--- config.mk ---
export PLATFORM = sky130hd
export DESIGN_NAME = muldiv_unit
export DESIGN_NICKNAME = d
export VERILOG_FILES = /design/src/rtl/muldiv_unit.sv
export SDC_FILE = /design/constraint.sdc
export NUM_CORES = 1
export LEC_CHECK = 0
export ABC_CLOCK_PERIOD_IN_PS = 5200
export CAP_MARGIN = 40
export CORE_MARGIN = 4
export CORE_UTILIZATION = 45
export DETAILED_ROUTE_END_ITERATION = 16
export GPL_TIMING_DRIVEN = 0
export PLACE_DENSITY = 0.66
export SYNTH_ARGS = -nofsm -noshare
export SYNTH_HDL_FRONTEND = slang
export SYNTH_SLANG_ARGS = --single-unit
--- constraint.sdc ---
create_clock -name clk -period 5.2 [get_ports clk]
set_input_delay 1.04 -clock clk [delete_from_list [all_inputs] [get_ports clk]]
set_output_delay 1.04 -clock clk [all_outputs]
set_load 0.02 [all_outputs]
--- src/rtl/muldiv_unit.sv ---
// Iterative RV32M multiply/divide unit for the EXU stage.
// One operation is accepted over valid/ready and runs in 32 single-bit steps.
// Multiply is a shift-add over operand magnitudes. Divide is restoring over magnitudes.
// Result signs are fixed up on the last step. Divide-by-zero and signed overflow
// bypass the iteration and complete one cycle after the handshake.
module muldiv_unit #(
  parameter int XLEN = 32
) (
  input  logic            clk,
  input  logic            rst,
  input  logic            flush,
  input  logic            in_valid,
  output logic            in_ready,
  input  logic [2:0]      op,
  input  logic [XLEN-1:0] data_rs1,
  input  logic [XLEN-1:0] data_rs2,
  output logic            out_valid,
  input  logic            out_ready,
  output logic [XLEN-1:0] md_result
);

  localparam int CNT_W = $clog2(XLEN) + 1;
  localparam logic [CNT_W-1:0] LAST_STEP = CNT_W'(XLEN - 1);

  typedef enum logic [1:0] {IDLE, CALC, DONE} state_t;

  state_t            state, state_nxt;
  logic [CNT_W-1:0]  counter;
  logic              accept;

  // operation context captured at the handshake
  logic [2:0]        op_q;
  logic              neg_q;
  logic [2*XLEN-1:0] work;
  logic [XLEN-1:0]   opnd;

  // handshake-time decode
  logic              is_div, sign_a, sign_b, neg_res;
  logic              div_zero, div_ovf, special;
  logic [XLEN-1:0]   mag_a, mag_b, special_res;

  // per-step datapath
  logic [XLEN:0]     mul_sum;
  logic [XLEN:0]     div_shift;
  logic [XLEN+1:0]   div_diff;
  logic [XLEN-1:0]   div_rem;
  logic [2*XLEN-1:0] mul_nxt, div_nxt, work_nxt, prod_fix;
  logic [XLEN-1:0]   final_res;

  // two's complement negate when n is set, operand width
  function automatic logic [XLEN-1:0] neg_x(input logic [XLEN-1:0] v, input logic n);
    return n ? (~v + 1'b1) : v;
  endfunction

  // two's complement negate when n is set, double width
  function automatic logic [2*XLEN-1:0] neg_w(input logic [2*XLEN-1:0] v, input logic n);
    return n ? (~v + 1'b1) : v;
  endfunction

  // decode signedness, magnitudes and bypass cases from the incoming operands
  always_comb begin
    is_div = op[2];
    sign_a = 1'b0;
    sign_b = 1'b0;
    case (op)
      3'b000, 3'b001, 3'b100, 3'b110: begin
        sign_a = data_rs1[XLEN-1];
        sign_b = data_rs2[XLEN-1];
      end
      3'b010: sign_a = data_rs1[XLEN-1];
      default: ;
    endcase
    mag_a   = neg_x(data_rs1, sign_a);
    mag_b   = neg_x(data_rs2, sign_b);
    // remainder takes the dividend sign, everything else the product of signs
    neg_res = (is_div && op[1]) ? sign_a : (sign_a ^ sign_b);
    div_zero = is_div && (data_rs2 == '0);
    div_ovf  = is_div && !op[0] && (data_rs1 == {1'b1, {(XLEN-1){1'b0}}}) &&
               (data_rs2 == '1);
    special  = div_zero || div_ovf;
    if (div_zero) special_res = op[1] ? data_rs1 : '1;
    else          special_res = op[1] ? '0 : data_rs1;
  end

  // one multiply or divide step plus the sign-corrected result of the final step
  always_comb begin
    mul_sum   = {1'b0, work[2*XLEN-1:XLEN]} + (work[0] ? {1'b0, opnd} : '0);
    mul_nxt   = {mul_sum, work[XLEN-1:1]};
    div_shift = work[2*XLEN-1:XLEN-1];
    div_diff  = {1'b0, div_shift} - {2'b00, opnd};
    div_rem   = div_diff[XLEN+1] ? div_shift[XLEN-1:0] : div_diff[XLEN-1:0];
    div_nxt   = {div_rem, work[XLEN-2:0], ~div_diff[XLEN+1]};
    work_nxt  = op_q[2] ? div_nxt : mul_nxt;
    prod_fix  = neg_w(work_nxt, neg_q);
    if (op_q[2])
      final_res = op_q[1] ? neg_x(work_nxt[2*XLEN-1:XLEN], neg_q)
                          : neg_x(work_nxt[XLEN-1:0], neg_q);
    else
      final_res = (op_q[1:0] == 2'b00) ? prod_fix[XLEN-1:0] : prod_fix[2*XLEN-1:XLEN];
  end

  // sequencer state register
  always_ff @(posedge clk) begin
    if (rst) state <= IDLE;
    else     state <= state_nxt;
  end

  // sequencer next state; flush aborts from any state
  always_comb begin
    state_nxt = state;
    if (flush) begin
      state_nxt = IDLE;
    end else begin
      case (state)
        IDLE:    if (accept) state_nxt = special ? DONE : CALC;
        CALC:    if (counter == LAST_STEP) state_nxt = DONE;
        DONE:    if (out_ready) state_nxt = IDLE;
        default: state_nxt = IDLE;
      endcase
    end
  end

  // sequencer outputs
  always_comb begin
    in_ready  = (state == IDLE) && !flush;
    out_valid = (state == DONE);
    accept    = in_valid && in_ready;
  end

  // step counter
  always_ff @(posedge clk) begin
    if (rst || flush || accept) counter <= '0;
    else if (state == CALC)     counter <= counter + 1'b1;
  end

  // result register, only written at completion so partial values never show
  always_ff @(posedge clk) begin
    if (rst)
      md_result <= '0;
    else if (accept && special)
      md_result <= special_res;
    else if (state == CALC && counter == LAST_STEP && !flush)
      md_result <= final_res;
  end

  // operand capture and iteration datapath
  always_ff @(posedge clk) begin
    if (accept) begin
      op_q  <= op;
      neg_q <= neg_res;
      work  <= {{XLEN{1'b0}}, is_div ? mag_a : mag_b};
      opnd  <= is_div ? mag_b : mag_a;
    end else if (state == CALC) begin
      work  <= work_nxt;
    end
  end

endmodule

==> flow_summary_export.csv <==
group,metric,value,unit
sta,post-route-min-period,5.08,ns
layout,regArea,3480,um2
route,drt_pass1_iterations,6,
clock_tree,cts_hold_buf,0,
flow_run,maxCapViolCount,0,
logic_synthesis,yosysTopAreaCell,"edfxtp_1",
global_route,grt_start_max_net_pins,39,
global_route,grt_pass1_vias,16100,
placement,place_hpwl,59500,um
logic_synthesis,syn-instance-count,2067,
route,drt-wirelength-per-cell,27.0,um
pwr,p_per_area,242,nW/um2
floorplan,start_util,45.5,%
layout,fill_cells,3414,
min_path,min-delay-start,"counter[1]",
worst_setup_path,r2r-start,"work[0]",
logic_synthesis,syn-cell-area,15700,um2
global_route,grt_use_total,36.8,%
layout,instances_no_fill,2690,
layout,area_growth_syn_to_layout,17.9,%
floorplan,ios,106,
logic_synthesis,synth.area.top_cells,"edfxtp_1 13%, dfxtp_1 9.2%, a21oi_1 6.7%, nand2_1 5.7%, ha_1 5.6%",
layout,layout_commonest_cell,"nand2_1",
sta,period_share,97.8,%
logic_synthesis,synth-edff-count,68,
min_path,min_path_cells,2,
floorplan,num_rows,68,
sta,slew_violations,0,
layout,multi_input_area,11700,um2
worst_setup_path,end_kind,"flop",
floorplan,dieHeight,195,um
sta,setup_tns,0,ns
global_route,grt_pass1_wl,106000,um
logic_synthesis,synth_top_area_share,13.0,%
clock_tree,clk_path_buf_depth,2,
worst_setup_path,arrival,5.46,ns
clock_tree,cts_tree,"yes",
sta,worstMarginPinSlew,0.937,ns
logic_synthesis,avgSynthCellArea,7.58,um2
worst_setup_path,critical_path.most_common_cell,"o211ai_1",
logic_synthesis,yosysWarningCount,0,
worst_setup_path,reg2reg_depth,16,
floorplan,dieWidth,195,um
worst_setup_path,crit_path_max_fanout,10,
global_route,use_met2,54.2,%
floorplan,fp.dieArea,37900,um2
clock_tree,root_buffer,"clkbuf_16",
global_route,grt-busiest-layer,"met2",
sta,setup_viol,0,
floorplan,core_area,34500,um2
logic_synthesis,async_reset_ff_share,0,%
layout,nNetsFinal,2365,
worst_setup_path,crit_path_top_delay_cell,"a2111oi_4",
route,antenna_left,0,
global_route,antenna_found_initial,4,
layout,utilization,53.6,%
pwr,peakVddDrop,0.000254,V
pwr,leakage,6.98,nW
route,first_iter_violations,2169,
route,vias,17600,
route,drc,0,
route,viasPerCell,6.53,
placement,port-buffer-count,105,
clock_tree,clkTransAtPathRegs,0.07,ns
global_route,overflow,0,
min_path,hp-class,"reg -> reg",
clock_tree,numCtsBuffers,17,
layout,drive_gt1_share,9.18,%
global_route,grt_use_met1,51.0,%
worst_setup_path,crit_type,"reg -> reg",
sta,skew,0.0235,ns
placement,place_inst,2632,
worst_setup_path,start_kind,"flop",
pwr,finalPower,4.46,mW
worst_setup_path,slowest_delay,0.61,ns
clock_tree,worstSkewPairLatency,0.47,ns
run_status,status,"completed",
sta,hold_violations,0,
sta,timing.slew.headroom,37.3,%
worst_setup_path,crit_start,"work[0]",
sta,hold_slack,0.491,ns
logic_synthesis,ys_seq_area_share,22.2,%
clock_tree,clock_sinks,140,
clock_tree,htreeDepth,4,
logic_synthesis,synth_nets,2211,
route,drt_wl_total,72500,um
logic_synthesis,ys_ff_latch,140,
placement,place_congestion,1.04,
logic_synthesis,synth_ff_type,"dfxtp_1",
layout,most-common-layout-cells,"230 x nand2_1, 208 x a21oi_1, 179 x nor2_1",
global_route,met3_usage,9.46,%
worst_setup_path,crit_chain,"buf_4 -> and2_1 -> ha_2 -> o211ai_1 -> o211ai_1 -> a41oi_2 -> a2111oi_4 -> nor2_1 -> o311a_1 -> xnor2_1 -> a2bb2oi_2 -> or4b_4 -> o41ai_2 -> xor2_1 -> o221ai_1 -> a31oi_1",
sta,timing.fmax,197,MHz
logic_synthesis,ys_types,109,
worst_setup_path,required,5.58,ns
Yosys cell counts (8+ instances only):
library cell	n
a21oi_1	211
and2_1	51
edfxtp_1	68
a221oi_1	12
buf_2	21
o21a_1	21
dfxtp_1	72
a31oi_1	22
xor2_1	80
clkbuf_1	70
nand2b_1	11
o211ai_1	24
mux2_2	8
and3_1	15
buf_1	13
nand3_1	50
nand4_1	27
xnor2_1	85
nor2_1	181
a221o_1	8
or2_2	11
nor4_1	22
a21o_1	23
o21ai_0	157
ha_1	70
nand2_1	236
a211oi_1	21
mux2i_1	82
o41ai_1	8
nor3_1	60
or4_1	11
or3_1	29
inv_1	73
o31ai_1	33
flip-flops by register name, summed over array words and instances, names as in the netlist:
register   cells
md_result     32
counter        6
neg_q          1
state          2
opnd          32
op_q           3
work          64
worst paths after layout:
check	end	slack, ns
hold reg to reg	counter[1]	0.49
hold / removal	counter[1]	0.49
setup reg to reg	md_result[30]	0.12
setup / recovery	md_result[30]	0.12
timing repair:
| action | CTS | global route |
|---|---|---|
| setup endpoints to repair | 24 | 26 |
| pin swaps | 8 | 14 |
| resized for setup | 25 | 50 |
| setup buffers | 13 | 13 |
metal layers:
layer  wire length [um]  vias up
met2              30100      991
met3               8180      202
met4               3660        4
met1              30600     8377
met5                 26        -
li1                   -     7988
power breakdown:
group	total, mW	internal [mW]	switching, mW
Combinational	1.87	0.651	1.22
Sequential	1.32	1.24	0.0812
Clock	1.28	0.649	0.627
Total	4.46	2.54	1.93
critical path: cells and delay by family, from the launching register on:
kind            cells  cell delay (ns)
simple gates        3             0.78
buf+inv             1             0.24
xor+xnor            2             0.46
compound gates      9             2.67
flops               1             0.46
fa+ha+maj           1             0.38
area by class of cell:
type,instances,area share [%]
repair buffers,137,7.12
well taps,455,3.08
plain buffers,107,2.56
inverters,76,1.54
multi-input cells,1742,63.6
diodes,1,0.0135
clock buffers,17,2.30
flip-flops and latches,140,18.9
clock inverters,15,0.948
metrics by stage:
stage	setup slack (ns)	cell area [um2]
floorplan	0.789	15700
global placement	-0.925	17300
detailed placement	-0.737	17400
CTS	-0.0428	18200
global route	-0.0320	18500
finish	0.116	18500
logic make-up (layout without fill, tap and decap cells):
group                      Yosys count  after routing  synth area share [%]
buffers and inverters              185            352                  4.77
AOI/OAI and AO/OA                  654            654                  27.7
xor gates and xnor gates           165            165                  9.22
adders and majority gates           78             78                  6.23
muxes                               93             93                  6.24
other                                0              1                     0
and+or+nand+nor                    752            752                  23.6
DFF                                140            140                  22.2
No activity file was read; power rests on OpenSTA's default activity.
